### config.mk
export PLATFORM = sky130hd
export DESIGN_NAME = wb_stage_flat
export DESIGN_NICKNAME = d
export VERILOG_FILES = /design/src/rtl/wb_stage_pkg.sv /design/src/rtl/wb_stage_if.sv /design/src/rtl/wb_load_formatter.sv /design/src/rtl/wb_stage.sv /design/src/flat_wrapper.sv
export SDC_FILE = /design/constraint.sdc
export NUM_CORES = 1
export LEC_CHECK = 0
export CORE_ASPECT_RATIO = 1.2
export CORE_MARGIN = 2
export CORE_UTILIZATION = 38
export DETAILED_ROUTE_END_ITERATION = 10
export GPL_TIMING_DRIVEN = 0
export HOLD_SLACK_MARGIN = 0.08
export PLACE_DENSITY = 0.9
export SYNTH_ARGS = -nofsm -noshare
export SYNTH_HDL_FRONTEND = slang
export SYNTH_SLANG_ARGS = --single-unit
### constraint.sdc
create_clock -name clk -period 3.49 [get_ports clk]
set_clock_uncertainty 0.15 [all_clocks]
set_input_delay 0.5235 -clock clk [delete_from_list [all_inputs] [get_ports clk]]
set_output_delay 0.5235 -clock clk [all_outputs]
set_load 0.03 [all_outputs]
### src/rtl/wb_stage_pkg.sv
// wb_stage_pkg: load opcodes and write-back FSM state encoding shared by the WB stage files.
package wb_stage_pkg;

    localparam logic [5:0] OP_LB  = 6'h20;
    localparam logic [5:0] OP_LH  = 6'h21;
    localparam logic [5:0] OP_LW  = 6'h23;
    localparam logic [5:0] OP_LBU = 6'h24;
    localparam logic [5:0] OP_LHU = 6'h25;

    typedef enum logic [1:0] {
        WB_EMPTY     = 2'd0,
        WB_COMMIT    = 2'd1,
        WB_WAIT_LOAD = 2'd2
    } wb_state_e;

endpackage

### src/rtl/wb_stage_if.sv
// wb_stage_if: MEM/WB entry, data-memory response and register-bank write port of the WB stage.
interface wb_stage_if #(
    parameter int DATA_W     = 32,
    parameter int REG_ADDR_W = 5
);
    logic                  i_valid;
    logic                  i_reg_write;
    logic                  i_mem_to_reg;
    logic [REG_ADDR_W-1:0] i_write_register;
    logic [DATA_W-1:0]     i_alu_result;
    logic [5:0]            i_opcode;
    logic [1:0]            i_addr_lo;
    logic [DATA_W-1:0]     i_mem_rdata;
    logic                  i_mem_rvalid;
    logic                  o_ready;
    logic                  o_stall_pipe;
    logic                  o_reg_write;
    logic [REG_ADDR_W-1:0] o_write_register;
    logic [DATA_W-1:0]     o_write_data;

    modport master (
        output i_valid, i_reg_write, i_mem_to_reg, i_write_register, i_alu_result,
               i_opcode, i_addr_lo, i_mem_rdata, i_mem_rvalid,
        input  o_ready, o_stall_pipe, o_reg_write, o_write_register, o_write_data
    );

    modport slave (
        input  i_valid, i_reg_write, i_mem_to_reg, i_write_register, i_alu_result,
               i_opcode, i_addr_lo, i_mem_rdata, i_mem_rvalid,
        output o_ready, o_stall_pipe, o_reg_write, o_write_register, o_write_data
    );

endinterface

### src/rtl/wb_load_formatter.sv
// wb_load_formatter: selects and extends the loaded byte/half/word by opcode and address low bits.
module wb_load_formatter
    import wb_stage_pkg::*;
(
    input  logic [31:0] rdata_i,
    input  logic [5:0]  opcode_i,
    input  logic [1:0]  addr_lo_i,
    output logic [31:0] word_o
);

    logic [7:0]  b;
    logic [15:0] h;

    always_comb begin
        b = rdata_i[8*addr_lo_i +: 8];
        h = addr_lo_i[1] ? rdata_i[31:16] : rdata_i[15:0];
        case (opcode_i)
            OP_LB:   word_o = {{24{b[7]}}, b};
            OP_LBU:  word_o = {24'b0, b};
            OP_LH:   word_o = {{16{h[15]}}, h};
            OP_LHU:  word_o = {16'b0, h};
            OP_LW:   word_o = rdata_i;
            default: word_o = rdata_i;
        endcase
    end

endmodule

### src/rtl/wb_stage.sv
// wb_stage: MIPS write-back stage; holds the MEM/WB entry, waits for load data, drives the register-bank write port.
// Define WB_SUBWORD_LOAD_EN to format load data by opcode (LB/LBU/LH/LHU); otherwise loads write the full word.
module wb_stage
    import wb_stage_pkg::*;
#(
    parameter int DATA_W     = 32,
    parameter int REG_ADDR_W = 5
) (
    input logic        clk,
    input logic        reset,
    wb_stage_if.slave  bus
);

    wb_state_e             state_q, state_d;
    logic                  rw_q, rw_d;
    logic [REG_ADDR_W-1:0] wreg_q, wreg_d;
    logic [DATA_W-1:0]     wdata_q, wdata_d;
    logic [DATA_W-1:0]     load_word;
    logic                  capture;
    logic                  load_done;

`ifdef WB_SUBWORD_LOAD_EN
    logic [5:0] op_q;
    logic [1:0] lo_q;

    // Load width/offset must survive until the response arrives.
    always_ff @(posedge clk or posedge reset) begin
        if (reset) begin
            op_q <= '0;
            lo_q <= '0;
        end else if (capture) begin
            op_q <= bus.i_opcode;
            lo_q <= bus.i_addr_lo;
        end
    end

    wb_load_formatter u_fmt (
        .rdata_i  (bus.i_mem_rdata),
        .opcode_i (op_q),
        .addr_lo_i(lo_q),
        .word_o   (load_word)
    );
`else
    logic unused_subword;
    assign unused_subword = ^{bus.i_opcode, bus.i_addr_lo};
    assign load_word      = bus.i_mem_rdata;
`endif

    assign bus.o_ready          = state_q != WB_WAIT_LOAD;
    assign bus.o_stall_pipe     = ~bus.o_ready;
    assign bus.o_reg_write      = (state_q == WB_COMMIT) & rw_q & (|wreg_q);
    assign bus.o_write_register = wreg_q;
    assign bus.o_write_data     = wdata_q;

    always_comb begin
        capture   = bus.i_valid & bus.o_ready;
        load_done = (state_q == WB_WAIT_LOAD) & bus.i_mem_rvalid;
        state_d   = (state_q == WB_WAIT_LOAD) ? (bus.i_mem_rvalid ? WB_COMMIT : WB_WAIT_LOAD)
                  : capture ? (bus.i_mem_to_reg ? WB_WAIT_LOAD : WB_COMMIT)
                  : WB_EMPTY;
        rw_d      = capture ? bus.i_reg_write : rw_q;
        wreg_d    = capture ? bus.i_write_register : wreg_q;
        wdata_d   = load_done ? load_word
                  : (capture & ~bus.i_mem_to_reg) ? bus.i_alu_result
                  : wdata_q;
    end

    always_ff @(posedge clk or posedge reset) begin
        if (reset) begin
            state_q <= WB_EMPTY;
            rw_q    <= 1'b0;
            wreg_q  <= '0;
            wdata_q <= '0;
        end else begin
            state_q <= state_d;
            rw_q    <= rw_d;
            wreg_q  <= wreg_d;
            wdata_q <= wdata_d;
        end
    end

endmodule
### src/flat_wrapper.sv
// flat-port wrapper written by rule: the top's interface ports become plain ports
module wb_stage_flat import wb_stage_pkg::*;
#(
    parameter int DATA_W     = 32,
    parameter int REG_ADDR_W = 5
)
  (clk, reset, bus_i_valid, bus_i_reg_write, bus_i_mem_to_reg, bus_i_write_register, bus_i_alu_result, bus_i_opcode, bus_i_addr_lo, bus_i_mem_rdata, bus_i_mem_rvalid, bus_o_ready, bus_o_stall_pipe, bus_o_reg_write, bus_o_write_register, bus_o_write_data);
  wb_stage_if #(.DATA_W(DATA_W), .REG_ADDR_W(REG_ADDR_W)) bus_i ();
  input logic clk;
  input logic reset;
  input wire logic [$bits(bus_i.i_valid)-1:0] bus_i_valid;
  input wire logic [$bits(bus_i.i_reg_write)-1:0] bus_i_reg_write;
  input wire logic [$bits(bus_i.i_mem_to_reg)-1:0] bus_i_mem_to_reg;
  input wire logic [$bits(bus_i.i_write_register)-1:0] bus_i_write_register;
  input wire logic [$bits(bus_i.i_alu_result)-1:0] bus_i_alu_result;
  input wire logic [$bits(bus_i.i_opcode)-1:0] bus_i_opcode;
  input wire logic [$bits(bus_i.i_addr_lo)-1:0] bus_i_addr_lo;
  input wire logic [$bits(bus_i.i_mem_rdata)-1:0] bus_i_mem_rdata;
  input wire logic [$bits(bus_i.i_mem_rvalid)-1:0] bus_i_mem_rvalid;
  output wire logic [$bits(bus_i.o_ready)-1:0] bus_o_ready;
  output wire logic [$bits(bus_i.o_stall_pipe)-1:0] bus_o_stall_pipe;
  output wire logic [$bits(bus_i.o_reg_write)-1:0] bus_o_reg_write;
  output wire logic [$bits(bus_i.o_write_register)-1:0] bus_o_write_register;
  output wire logic [$bits(bus_i.o_write_data)-1:0] bus_o_write_data;
  assign bus_i.i_valid = bus_i_valid;
  assign bus_i.i_reg_write = bus_i_reg_write;
  assign bus_i.i_mem_to_reg = bus_i_mem_to_reg;
  assign bus_i.i_write_register = bus_i_write_register;
  assign bus_i.i_alu_result = bus_i_alu_result;
  assign bus_i.i_opcode = bus_i_opcode;
  assign bus_i.i_addr_lo = bus_i_addr_lo;
  assign bus_i.i_mem_rdata = bus_i_mem_rdata;
  assign bus_i.i_mem_rvalid = bus_i_mem_rvalid;
  assign bus_o_ready = bus_i.o_ready;
  assign bus_o_stall_pipe = bus_i.o_stall_pipe;
  assign bus_o_reg_write = bus_i.o_reg_write;
  assign bus_o_write_register = bus_i.o_write_register;
  assign bus_o_write_data = bus_i.o_write_data;
  wb_stage #(.DATA_W(DATA_W), .REG_ADDR_W(REG_ADDR_W)) u_core (.clk(clk), .reset(reset), .bus(bus_i));
endmodule
### After elaboration in Yosys (flattened, before gate mapping)

Index checks and enable logic that the tools add are counted.

* bits in registers: 40
* output and inout port bits: 40
* logic and storage cells: 22

* equality and inequality tests: 3
* muxes and demuxes: 6
* bitwise logic cells: 7
* reductions and logical operators: 2

Operators with widths (count)
* $mux W32: 2
* $mux W2: 4
* $and A1 B1 Y1: 5
* $reduce_or A5 Y1: 1
* $eq A2 B1 Y1 const B: 1
* $eq A2 B2 Y1 const B: 1
* $ne A2 B2 Y1 const B: 1
* $not A1 Y1: 2
* $reduce_bool A2 Y1: 1

### Logic depth before layout (Yosys ltp)

* depth in word-level cells: 5
* depth in mapped cells: 5
* depth with buffers taken out: 3

### Least setup slack after synthesis

Ideal clock, no wire load.

* path type: flip-flop to output port
* start point: register u_core.wreg_q[1] (netlist: u_core.bus.o_write_register[1])
* end point: output port bus_o_reg_write
* data arrival time: 1394 ps
* required time: 2816 ps
* slack: 1423 ps
* stages on the path, launching flop included: 4
* path buffers: 0
* cell sequence: dfrtp_1 -> or4_1 -> nor2_1 -> nor3_1

* cells in the longest elaborated chain, start to end: 2

RTL lines
* from (decl): line wb_stage.sv:16 `logic [REG_ADDR_W-1:0] wreg_q, wreg_d;`
* from (signal assigned): line wb_stage.sv:77 `wreg_q <= wreg_d;`
* $reduce_or A5 Y1: line wb_stage.sv:51 `assign bus.o_reg_write = (state_q == WB_COMMIT) & rw_q & (|wreg_q);`
* $and A1 B1 Y1: line wb_stage.sv:51
* to (decl): line flat_wrapper.sv:22 `output wire logic [$bits(bus_i.o_reg_write)-1:0] bus_o_reg_write;`

Every way passes these cells.

### Worst setup path after layout

Ends and elaborated chain as after synthesis.

==> metrics.txt <==
status=finished, final reports clean; Global Route met1 Usage=27.0%; Post-CTS Setup Bufs=0; Crit Path Category=flip-flop to output pin; Die Wd=66.5 um; post-synthesis cell type count=17; ANT nets after route=0; final hold viol count=0; GRT busiest layer=met2; Setup-failing EPs final=0; grt ovf=0; register bit total from synthesis=40; Worst setup SP type=flip-flop; Resize count post-CTS=0; I/O Pins=123; max_cap viols=0; die area=5250 sq um; Pwr Total=2290 uW; vias in the first global route=1,623; DRT Pass-1 Iters=4; # hold bufs at CTS=0; Clk Latency, worst-skew pair=0.28 ns; Most used DFF post-synth=dfrtp_1; Synth top cells by count=40 x dfrtp_1, 32 x o221a_1, 32 x or2_2; initial antenna violation count=0; Tot GR Track Use=20.8%; hold crit path type=flip-flop to flip-flop; Peak VDD IR=0.394 mV; M2 GR Usage=35.6%; Syn. warnings=0; Clock Pin Slew Worst Setup and Hold Paths=0.08 ns; Core ar.=4560 sq um; register area share after synthesis=56.2%; Final TNS setup=0 ns; Area Growth Syn to Fin=73.4%; Worst Path Arrival=1.96 ns; Power Density=741 nW/um^2; TritonCTS clock tree=done; die height=79.0 um; pre-CTS setup slack=1.15 ns; CP Data Required Time=2.82 ns; vias per inst=5.05; EDFF count, synth=0; crit-path max FO=3; Initial Util=39.0%; mean area per synthesized cell=13.3 sq um; number of diodes=0; post-route setup slack=0.852 ns; standard-cell row count=27; Rel. slew slack=44.8%; min Tclk post-route=2.64 ns; Worst setup EP type=output pin; # port buffers=114; GPL Wtd Cong=0.716; H-tree depth=2; RSZ-0062 raised after global routing=false; CTS Root Buffer Type=clkbuf_8; Leakage=0.00118 uW; vias=1,587; layout cell share with drive strength beyond 1=21.1%; Max Clk Rate=0.379 GHz; most numerous cell in the Yosys netlist=dfrtp_1; post-synth design cell area=1780 sq um; Gate Count Post-Synth=134; DRC Markers=0; Worst-Margin Slew=0.828 ns; initial DRC count=73; final net count=338; Clock Sinks=40; hpwl dp=3.94 mm; FFs w/ async S/R, synth=100%; leading post-synthesis cells by cell area=dfrtp_1 56%, o221a_1 20%, or2_2 11%; Tcrit/Tclk final=75.6%; routed len/inst=16.8 um; GRT met3 Usage=5.10%; Total Wirelength=5.27 mm; first-pass GRT wire length=8.36 mm; cell taking the most area after synthesis=dfrtp_1; Net Count, Synth=217; fin. max-slew vios=0; Finished Core Util=67.7%; Num CTS Buffers=5; CTS Buffer Depth=2; top-area cell type share of the netlist area=56.2%; worst hold margin=0.376 ns; largest net degree at the start of global routing=41
placed cells by master, fill, tap and decap left out, drive strengths merged, types with 2 or more instances in the layout:
cell,instances
buf,7
clkbuf,10
clkdlybuf4s50,114
dfrtp,40
inv,2
mux2,6
nand2,4
o221a,32
or2,32
stage by stage:
step | area (sq um) | cells
after floorplan | 1780 | 134
after global placement | 2990 | 306
after detailed placement | 2990 | 306
after CTS | 3090 | 314
after global routing | 3090 | 314
final | 3090 | 314
critical path, cell delays in order, from the launching register on:
cell and delay [ns]:
dfrtp_1 0.39, or4_1 0.52, nor2_1 0.11, nor3_1 0.06
clkdlybuf4s50_1 0.60
kinds of logic after synthesis:
kind of cell / Yosys count / share of synthesized area [%]
buf+inv: 12 / 4.43
simple gates: 42 / 14.3
flops: 40 / 56.2
compound gates: 34 / 21.2
mux: 6 / 3.79
final timing paths:
check | from | to | slack, ns | depth (start not counted)
max reg2reg | u_core.state_q[0] | u_core.bus.o_write_data[31] | 1.88 | 4
min in group asynchronous | reset | u_core.bus.o_write_data[26] | 0.57 | 2
min reg2reg | u_core.rw_q | u_core.rw_q | 0.38 | 1
max | u_core.bus.o_write_register[1] | bus_o_reg_write | 0.85 | 4
min | u_core.rw_q | u_core.rw_q | 0.38 | 1
max in group asynchronous | reset | u_core.bus.o_write_data[6] | 2.08 | 2
registers in the layout, summed over array words and instances (netlist names):
register                     cells
u_core.bus.o_write_data         32
u_core.state_q                   2
u_core.rw_q                      1
u_core.bus.o_write_register      5
layer usage:
layer	up-vias	share of wire, %	wire (um)
met5	-	0	0
met1	768	42	2200
met2	70	51	2680
met3	6	6.9	362
met4	0	0.59	31
li1	743	-	-
power by group:
part	switching (uW)	internal (uW)	total (uW)
clock	158	161	319
combinational	629	580	1210
sequential	111	650	761
cell type report:
class | instances | area, sq um
Inverter | 2 | 7.51
Clock buffer | 7 | 86.3
Multi-Input combinational cell | 82 | 701
Buffer | 10 | 71.3
Clock inverter | 1 | 7.51
Fill cell | 350 | 1470
Timing Repair Buffer | 114 | 1140
Tap cell | 58 | 72.6
Sequential cell | 40 | 1000
Power figures use the tool's default switching activity.
